$ cat config.mk
export PLATFORM = sky130hd
export DESIGN_NAME = jk_bank_arb
export DESIGN_NICKNAME = d
export VERILOG_FILES = /design/src/rtl/jk_bank_pkg.sv /design/src/rtl/jk_rr_arb.sv /design/src/rtl/jk_bank_arb.sv
export SDC_FILE = /design/constraint.sdc
export NUM_CORES = 1
export LEC_CHECK = 0
export CAP_MARGIN = 20
export CORE_UTILIZATION = 45
export DETAILED_ROUTE_END_ITERATION = 8
export GPL_TIMING_DRIVEN = 0
export PLACE_DENSITY = 0.92
export SYNTH_ARGS = -nofsm -noshare
export SYNTH_HDL_FRONTEND = slang
export SYNTH_SLANG_ARGS = --single-unit
export TNS_END_PERCENT = 50
$ cat constraint.sdc
create_clock -name clk -period 3.25 [get_ports clk]
set_input_delay 0.65 -clock clk [delete_from_list [all_inputs] [get_ports clk]]
set_output_delay 0.65 -clock clk [all_outputs]
set_load 0.005 [all_outputs]
$ cat src/rtl/jk_bank_pkg.sv
// Shared types and the JK next-state helper for the jk_bank_arb slice.
// Latency: combinational helper only; no state.
// Backpressure: not applicable.
//
// Contents: jk_op_t ({J,K} op encoding) and jk_next(q, op).
package jk_bank_pkg;

   typedef enum logic [1:0] {
      JK_HOLD   = 2'b00,
      JK_RESET  = 2'b01,
      JK_SET    = 2'b10,
      JK_TOGGLE = 2'b11
   } jk_op_t;

   // Next value of one JK cell given its current value and the op.
   function automatic logic jk_next(input logic q, input jk_op_t op);
      logic r;
      case (op)
         JK_HOLD:   r = q;
         JK_RESET:  r = 1'b0;
         JK_SET:    r = 1'b1;
         JK_TOGGLE: r = ~q;
         default:   r = q;
      endcase
      return r;
   endfunction

endpackage

$ cat src/rtl/jk_rr_arb.sv
// Round-robin arbiter with optional grant lock (macro JK_BANK_ARB_LOCK_EN).
// Latency: grant is combinational from req_val in the same cycle.
// Backpressure: losers see grant=0 and must hold req_val until granted.
//
// Ports:
//   clk, reset_n    clock, async active-low reset (grant forced to 0 in reset)
//   req_val[NREQ]   request vector
//   req_lock[NREQ]  lock request (only with JK_BANK_ARB_LOCK_EN)
//   grant[NREQ]     one-hot or zero winner
//   grant_id        winner index, valid when grant_any=1
//   grant_any       a request is being accepted this cycle
module jk_rr_arb #(
   parameter int NREQ = 4,
`ifdef JK_BANK_ARB_LOCK_EN
   parameter int MAX_LOCK = 4,
`endif
   localparam int IDW = $clog2(NREQ)
) (
   input  logic            clk,
   input  logic            reset_n,
   input  logic [NREQ-1:0] req_val,
`ifdef JK_BANK_ARB_LOCK_EN
   input  logic [NREQ-1:0] req_lock,
`endif
   output logic [NREQ-1:0] grant,
   output logic [IDW-1:0]  grant_id,
   output logic            grant_any
);

   logic [IDW-1:0] ptr;
   logic [IDW-1:0] eff_ptr;
   logic           found;
   int             cand;

   function automatic logic [IDW-1:0] next_id(input logic [IDW-1:0] x);
      logic [IDW-1:0] r;
      if (int'(x) == NREQ - 1) r = '0;
      else                     r = x + 1'b1;
      return r;
   endfunction

`ifdef JK_BANK_ARB_LOCK_EN
   localparam int CW = $clog2(MAX_LOCK + 1);

   logic           lock_act;
   logic [IDW-1:0] lock_id;
   logic [CW-1:0]  lock_cnt;
   logic           lock_hold;

   // Lock survives only while the owner keeps both valid and lock high.
   assign lock_hold = lock_act & req_val[lock_id] & req_lock[lock_id];
   // The pointer stays parked during a lock; a release resumes the search
   // just past the lock owner.
   assign eff_ptr   = lock_act ? next_id(lock_id) : ptr;
`else
   assign eff_ptr   = ptr;
`endif

   always_comb begin
      found    = 1'b0;
      grant_id = '0;
      cand     = 0;
      for (int k = 0; k < NREQ; k++) begin
         cand = int'(eff_ptr) + k;
         if (cand >= NREQ) cand = cand - NREQ;
         if (!found && req_val[cand]) begin
            found    = 1'b1;
            grant_id = cand[IDW-1:0];
         end
      end
`ifdef JK_BANK_ARB_LOCK_EN
      if (lock_hold) begin
         found    = 1'b1;
         grant_id = lock_id;
      end
`endif
   end

   // Nothing may be accepted while reset is asserted.
   assign grant_any = found & reset_n;

   always_comb begin
      grant = '0;
      if (grant_any) grant[grant_id] = 1'b1;
   end

`ifdef JK_BANK_ARB_LOCK_EN
   always_ff @(posedge clk or negedge reset_n) begin
      if (!reset_n) begin
         ptr      <= '0;
         lock_act <= 1'b0;
         lock_id  <= '0;
         lock_cnt <= '0;
      end else if (lock_hold) begin
         // lock_cnt counts grants already given inside this lock.
         if (lock_cnt == CW'(MAX_LOCK - 1)) begin
            lock_act <= 1'b0;
            lock_cnt <= '0;
            ptr      <= next_id(lock_id);
         end else begin
            lock_cnt <= lock_cnt + 1'b1;
         end
      end else begin
         lock_act <= 1'b0;
         lock_cnt <= '0;
         if (grant_any) begin
            if (req_lock[grant_id] && (MAX_LOCK > 1)) begin
               lock_act <= 1'b1;
               lock_id  <= grant_id;
               lock_cnt <= CW'(1);
               ptr      <= eff_ptr;
            end else begin
               ptr <= next_id(grant_id);
            end
         end else begin
            ptr <= eff_ptr;
         end
      end
   end
`else
   always_ff @(posedge clk or negedge reset_n) begin
      if (!reset_n) begin
         ptr <= '0;
      end else if (grant_any) begin
         ptr <= next_id(grant_id);
      end
   end
`endif

endmodule

$ cat src/rtl/jk_bank_arb.sv
// Bank of NBITS JK cells shared by NREQ requesters via round-robin arbitration.
// Latency: accepted op updates q at the accepting edge; response is registered
//          at the same edge (valid the following cycle). Optional lock: JK_BANK_ARB_LOCK_EN.
// Backpressure: one command per cycle; req_rdy is combinational from req_val.
//
// Ports:
//   clk, reset_n          clock, async active-low reset
//   req_val/req_rdy[NREQ] per-requester handshake
//   req_idx[NREQ*IW]      cell index, requester i in slice i
//   req_op[NREQ*2]        {J,K} op, requester i in slice i
//   req_lock[NREQ]        lock request (only with JK_BANK_ARB_LOCK_EN)
//   q[NBITS]              cell values
//   resp_val/resp_id/resp_q  registered completion report
module jk_bank_arb
   import jk_bank_pkg::*;
#(
   parameter int NREQ  = 4,
   parameter int NBITS = 8,
`ifdef JK_BANK_ARB_LOCK_EN
   parameter int MAX_LOCK = 4,
`endif
   localparam int IW  = $clog2(NBITS),
   localparam int IDW = $clog2(NREQ)
) (
   input  logic               clk,
   input  logic               reset_n,
   input  logic [NREQ-1:0]    req_val,
   output logic [NREQ-1:0]    req_rdy,
   input  logic [NREQ*IW-1:0] req_idx,
   input  logic [NREQ*2-1:0]  req_op,
`ifdef JK_BANK_ARB_LOCK_EN
   input  logic [NREQ-1:0]    req_lock,
`endif
   output logic [NBITS-1:0]   q,
   output logic               resp_val,
   output logic [IDW-1:0]     resp_id,
   output logic               resp_q
);

   logic [NREQ-1:0] grant;
   logic [IDW-1:0]  grant_id;
   logic            grant_any;
   logic [IW-1:0]   sel_idx;
   jk_op_t          sel_op;
   logic            cell_new;

   jk_rr_arb #(
      .NREQ(NREQ)
`ifdef JK_BANK_ARB_LOCK_EN
      , .MAX_LOCK(MAX_LOCK)
`endif
   ) u_arb (
      .clk       (clk),
      .reset_n   (reset_n),
      .req_val   (req_val),
`ifdef JK_BANK_ARB_LOCK_EN
      .req_lock  (req_lock),
`endif
      .grant     (grant),
      .grant_id  (grant_id),
      .grant_any (grant_any)
   );

   assign req_rdy = grant;

   // Mux the winner's command and compute the addressed cell's next value.
   always_comb begin
      sel_idx  = req_idx[int'(grant_id)*IW +: IW];
      sel_op   = jk_op_t'(req_op[int'(grant_id)*2 +: 2]);
      cell_new = jk_next(q[sel_idx], sel_op);
   end

   always_ff @(posedge clk or negedge reset_n) begin
      if (!reset_n) begin
         q        <= '0;
         resp_val <= 1'b0;
         resp_id  <= '0;
         resp_q   <= 1'b0;
      end else begin
         resp_val <= grant_any;
         if (grant_any) begin
            q[sel_idx] <= cell_new;
            resp_id    <= grant_id;
            resp_q     <= cell_new;
         end
      end
   end

endmodule
==> results.tsv, run 1 <==
metric	value	unit
status	completed	
Worst-Margin Slew	848	ps
gr ovfl total	0	
root buffer cell	clkbuf_4	
vias in the first global route	1308	
top sig layer	met4	
Worst Setup SP	req_val[1]	
largest net degree at the start of global routing	17	
EDFF count, synth	0	
# setup viols final	0	
sequential cell area	350	um^2
M1 WL	1490	um
total clock sinks	14	
RSZ-0062 raised after global routing	no	
die height	53.2	um
Critical Path Fanout Max	11	
Avg Cell Area, Syn	8.87	um^2
Int Pwr	0.000660	W
Worst path max stage delay	380	ps
fin nets	213	
CTS max path bufs	2	
R2R cell count	12	
Reg power frac	24.7	%
number of max-cap violations	0	
hpwl dp	2680	um
R2R Setup Slk	230	ps
worst min-delay path class	in -> async	
Net Sw Power	0.000549	W
Avg WL per Cell	18.2	um
Layout fillers	188	
I/O Pins	42	
Port Buffers	41	
Starting DRT DRC Count	99	
final wirelength	3850	um
die width	53.2	um
GPL Wtd Cong	0.935	
max-slew violations	0	
share of cells above drive strength 1	16.0	%
initial antenna violation count	0	
CP endpoint kind	flip-flop	
Top FF cell, synth	dfrtp_1	
clock share of power	8.3	%
switching share of power	45.4	%
Die ar.	2830	um^2
Critical path buffers and inverters	4	
layout overhead on the synthesized area	46.8	%
post-synthesis net count	163	
Via Count	1355	
Cells after Synth	133	
Remaining DRCs	0	
count of different cell masters after synthesis	38	
number of nets still failing antenna checks after routing	0	
#FFs+latches synth	14	
Slowest-stage cell, CP	mux2i_1	
synth warn	0	
Num CTS Buffers	3	
Synth Cell Area	1180	um^2
Peak VDD IR	545	uV
core area	2480	um^2
clk slew on worst S/H paths	90	ps
PD cells	698	nW/um^2
Synth async-reset ratio	100	%
Multi-input gate area	816	um^2
relative slew slack	43.2	%
CP Cell Sequence	dlygate4sd2_1 > inv_1 > o221a_1 > nand2_1 > buf_6 > mux2i_1 > mux2i_2 > o2111ai_1 > and2_1 > buf_1 > a211oi_1 > a211o_1	
Worst Clk Skew	5.17	ps
Fin. Hold Viols	0	
Skew-Pair Late Insertion Delay	280	ps
worst r2r src	u_arb.eff_ptr[1]$_DFFE_PN0P_	
CP Data Arrival Time	3340	ps
Ant. Diodes	0	
Gate power share	67.1	%
# rows	18	
fmax	0.315	GHz
first-pass GRT wire length	5590	um
CTS H-tree depth	1	
GRT Resource Usage Total	27.4	%
sequential-to-total area share from yosys stat	29.7	%
startpoint types	input pin	
post-layout util	69.9	%
CTS tree	yes	
Pre-antenna DRT Iters	4	
met2 WL	1940	um
vias per cell	6.42	
period utilization	97.8	%
reg-to-reg endpoint	q[2]$_DFFE_PN0P_	
Period minus WS final	3180	ps
Crit Path Category	in -> reg	
initial core utilization	47.6	%
Worst EP required	3410	ps
Met3 Wirelength	368	um
Final WS setup	72.6	ps
crit-path leading delay family	buffers and inverters	
pre-CTS setup slack	-662	ps
leakage power	0.746	nW
==> registers in the layout, indices dropped and copies added, names as in the netlist <==
register,count
resp_q,1
q,8
resp_id,2
u_arb.eff_ptr,2
resp_val,1
==> cell usage after synthesis, types with 3 or more instances <==
cell      count  area share (%)
nor2_1        3            0.95
inv_1         5             1.6
ha_1          4             4.2
nor4_1        9             4.8
nand4_1       8             4.2
a211o_1       9             6.7
nand3_1       6             2.5
mux2i_1       7             5.9
nand2_1      17             5.4
a211oi_1      9             5.7
and2_1        6             3.2
dfrtp_1      14              30
o21ai_0       4             1.7
==> repair_timing <==
item | CTS | global route
buffers inserted | 3 | 1
gates resized for setup | 11 | 10
hold buffers | 0 | 0
pin swaps | 1 | 1
setup endpoints to repair | 13 | 13
==> worst max path at each step <==
stage / slack [ps] / cells past startpoint / end
floorplan: 430 / 4 / req_rdy[0]
global placement: -940 / 6 / req_rdy[2]
detailed placement: -660 / 11 / q[2]$_DFFE_PN0P_
CTS: 4 / 5 / req_rdy[1]
global route: 30 / 12 / q[5]$_DFFE_PN0P_
finish: 70 / 12 / q[2]$_DFFE_PN0P_
==> through the flow <==
stage	std cells	instance area [um^2]	power (W)	hold slack [ps]	TNS (ps)
floorplan	133	1180	0.000739	354	0
global placement	204	1630	0.000986	470	-8020
global route	211	1730	0.00128	387	0
finish	211	1730	0.00121	369	0
detailed placement	205	1630	0.00102	478	-7700
CTS	210	1690	0.00115	382	0
==> power by group through the flow <==
stage,clock [W],sequential [W],combinational (W)
6_report,0.0000998,0.000298,0.000811
5_1_grt,0.000112,0.000305,0.000863
4_1_cts,0.0000985,0.000295,0.000753
3_5_place_dp,0,0.000297,0.000723
3_3_place_gp,0,0.000292,0.000694
2_1_floorplan,0,0.000292,0.000447
==> layout make-up <==
type	count	area share (%)
Sequential cell	14	20.2
Buffer	5	2.38
Timing Repair Buffer	46	25.5
Clock buffer	3	1.30
Multi-Input combinational cell	107	47.1
Inverter	6	1.30
Tap cell	30	2.17
==> cell usage in the layout, fill, tap and decap left out, drive strengths merged, types with 2 or more instances in the layout <==
cell,Yosys,layout
mux2,2,2
clkdlybuf4s50,0,36
clkbuf,1,4
dfrtp,14,14
and2,6,6
a21boi,2,2
a211o,9,9
nand2,17,17
dlygate4sd2,0,2
mux2i,7,7
nand3,7,7
nand4,8,8
inv,6,6
nor2,3,3
ha,4,4
a21oi,2,2
a211oi,9,9
buf,5,10
nor4,9,9
o2111ai,2,2
a2111oi,2,2
o21ai,6,6
==> per-layer routing <==
layer,vias to the layer above,track usage [%]
met2,101,48.1
li1,615,-
met1,630,32.2
met4,0,10.5
met5,-,0
met3,9,5.46
==> cells by family (layout without fill, tap and decap cells) <==
group,after synthesis,in the layout,share of synthesized area (%)
DFF,14,14,29.7
muxes,9,9,7.85
buffers and inverters,12,60,5.19
AOI/OAI and AO/OA,38,38,26.9
adders and majority gates,4,4,4.24
and+or+nand+nor,56,56,26.1
(Power assumes the default switching activity.)
==> run 2, diff against run 1 <==
- GPL_ROUTABILITY_DRIVEN: default -> 1
==> results of run 2 <==
No change in the layout: final DEF, timing and power equal those of run 1.
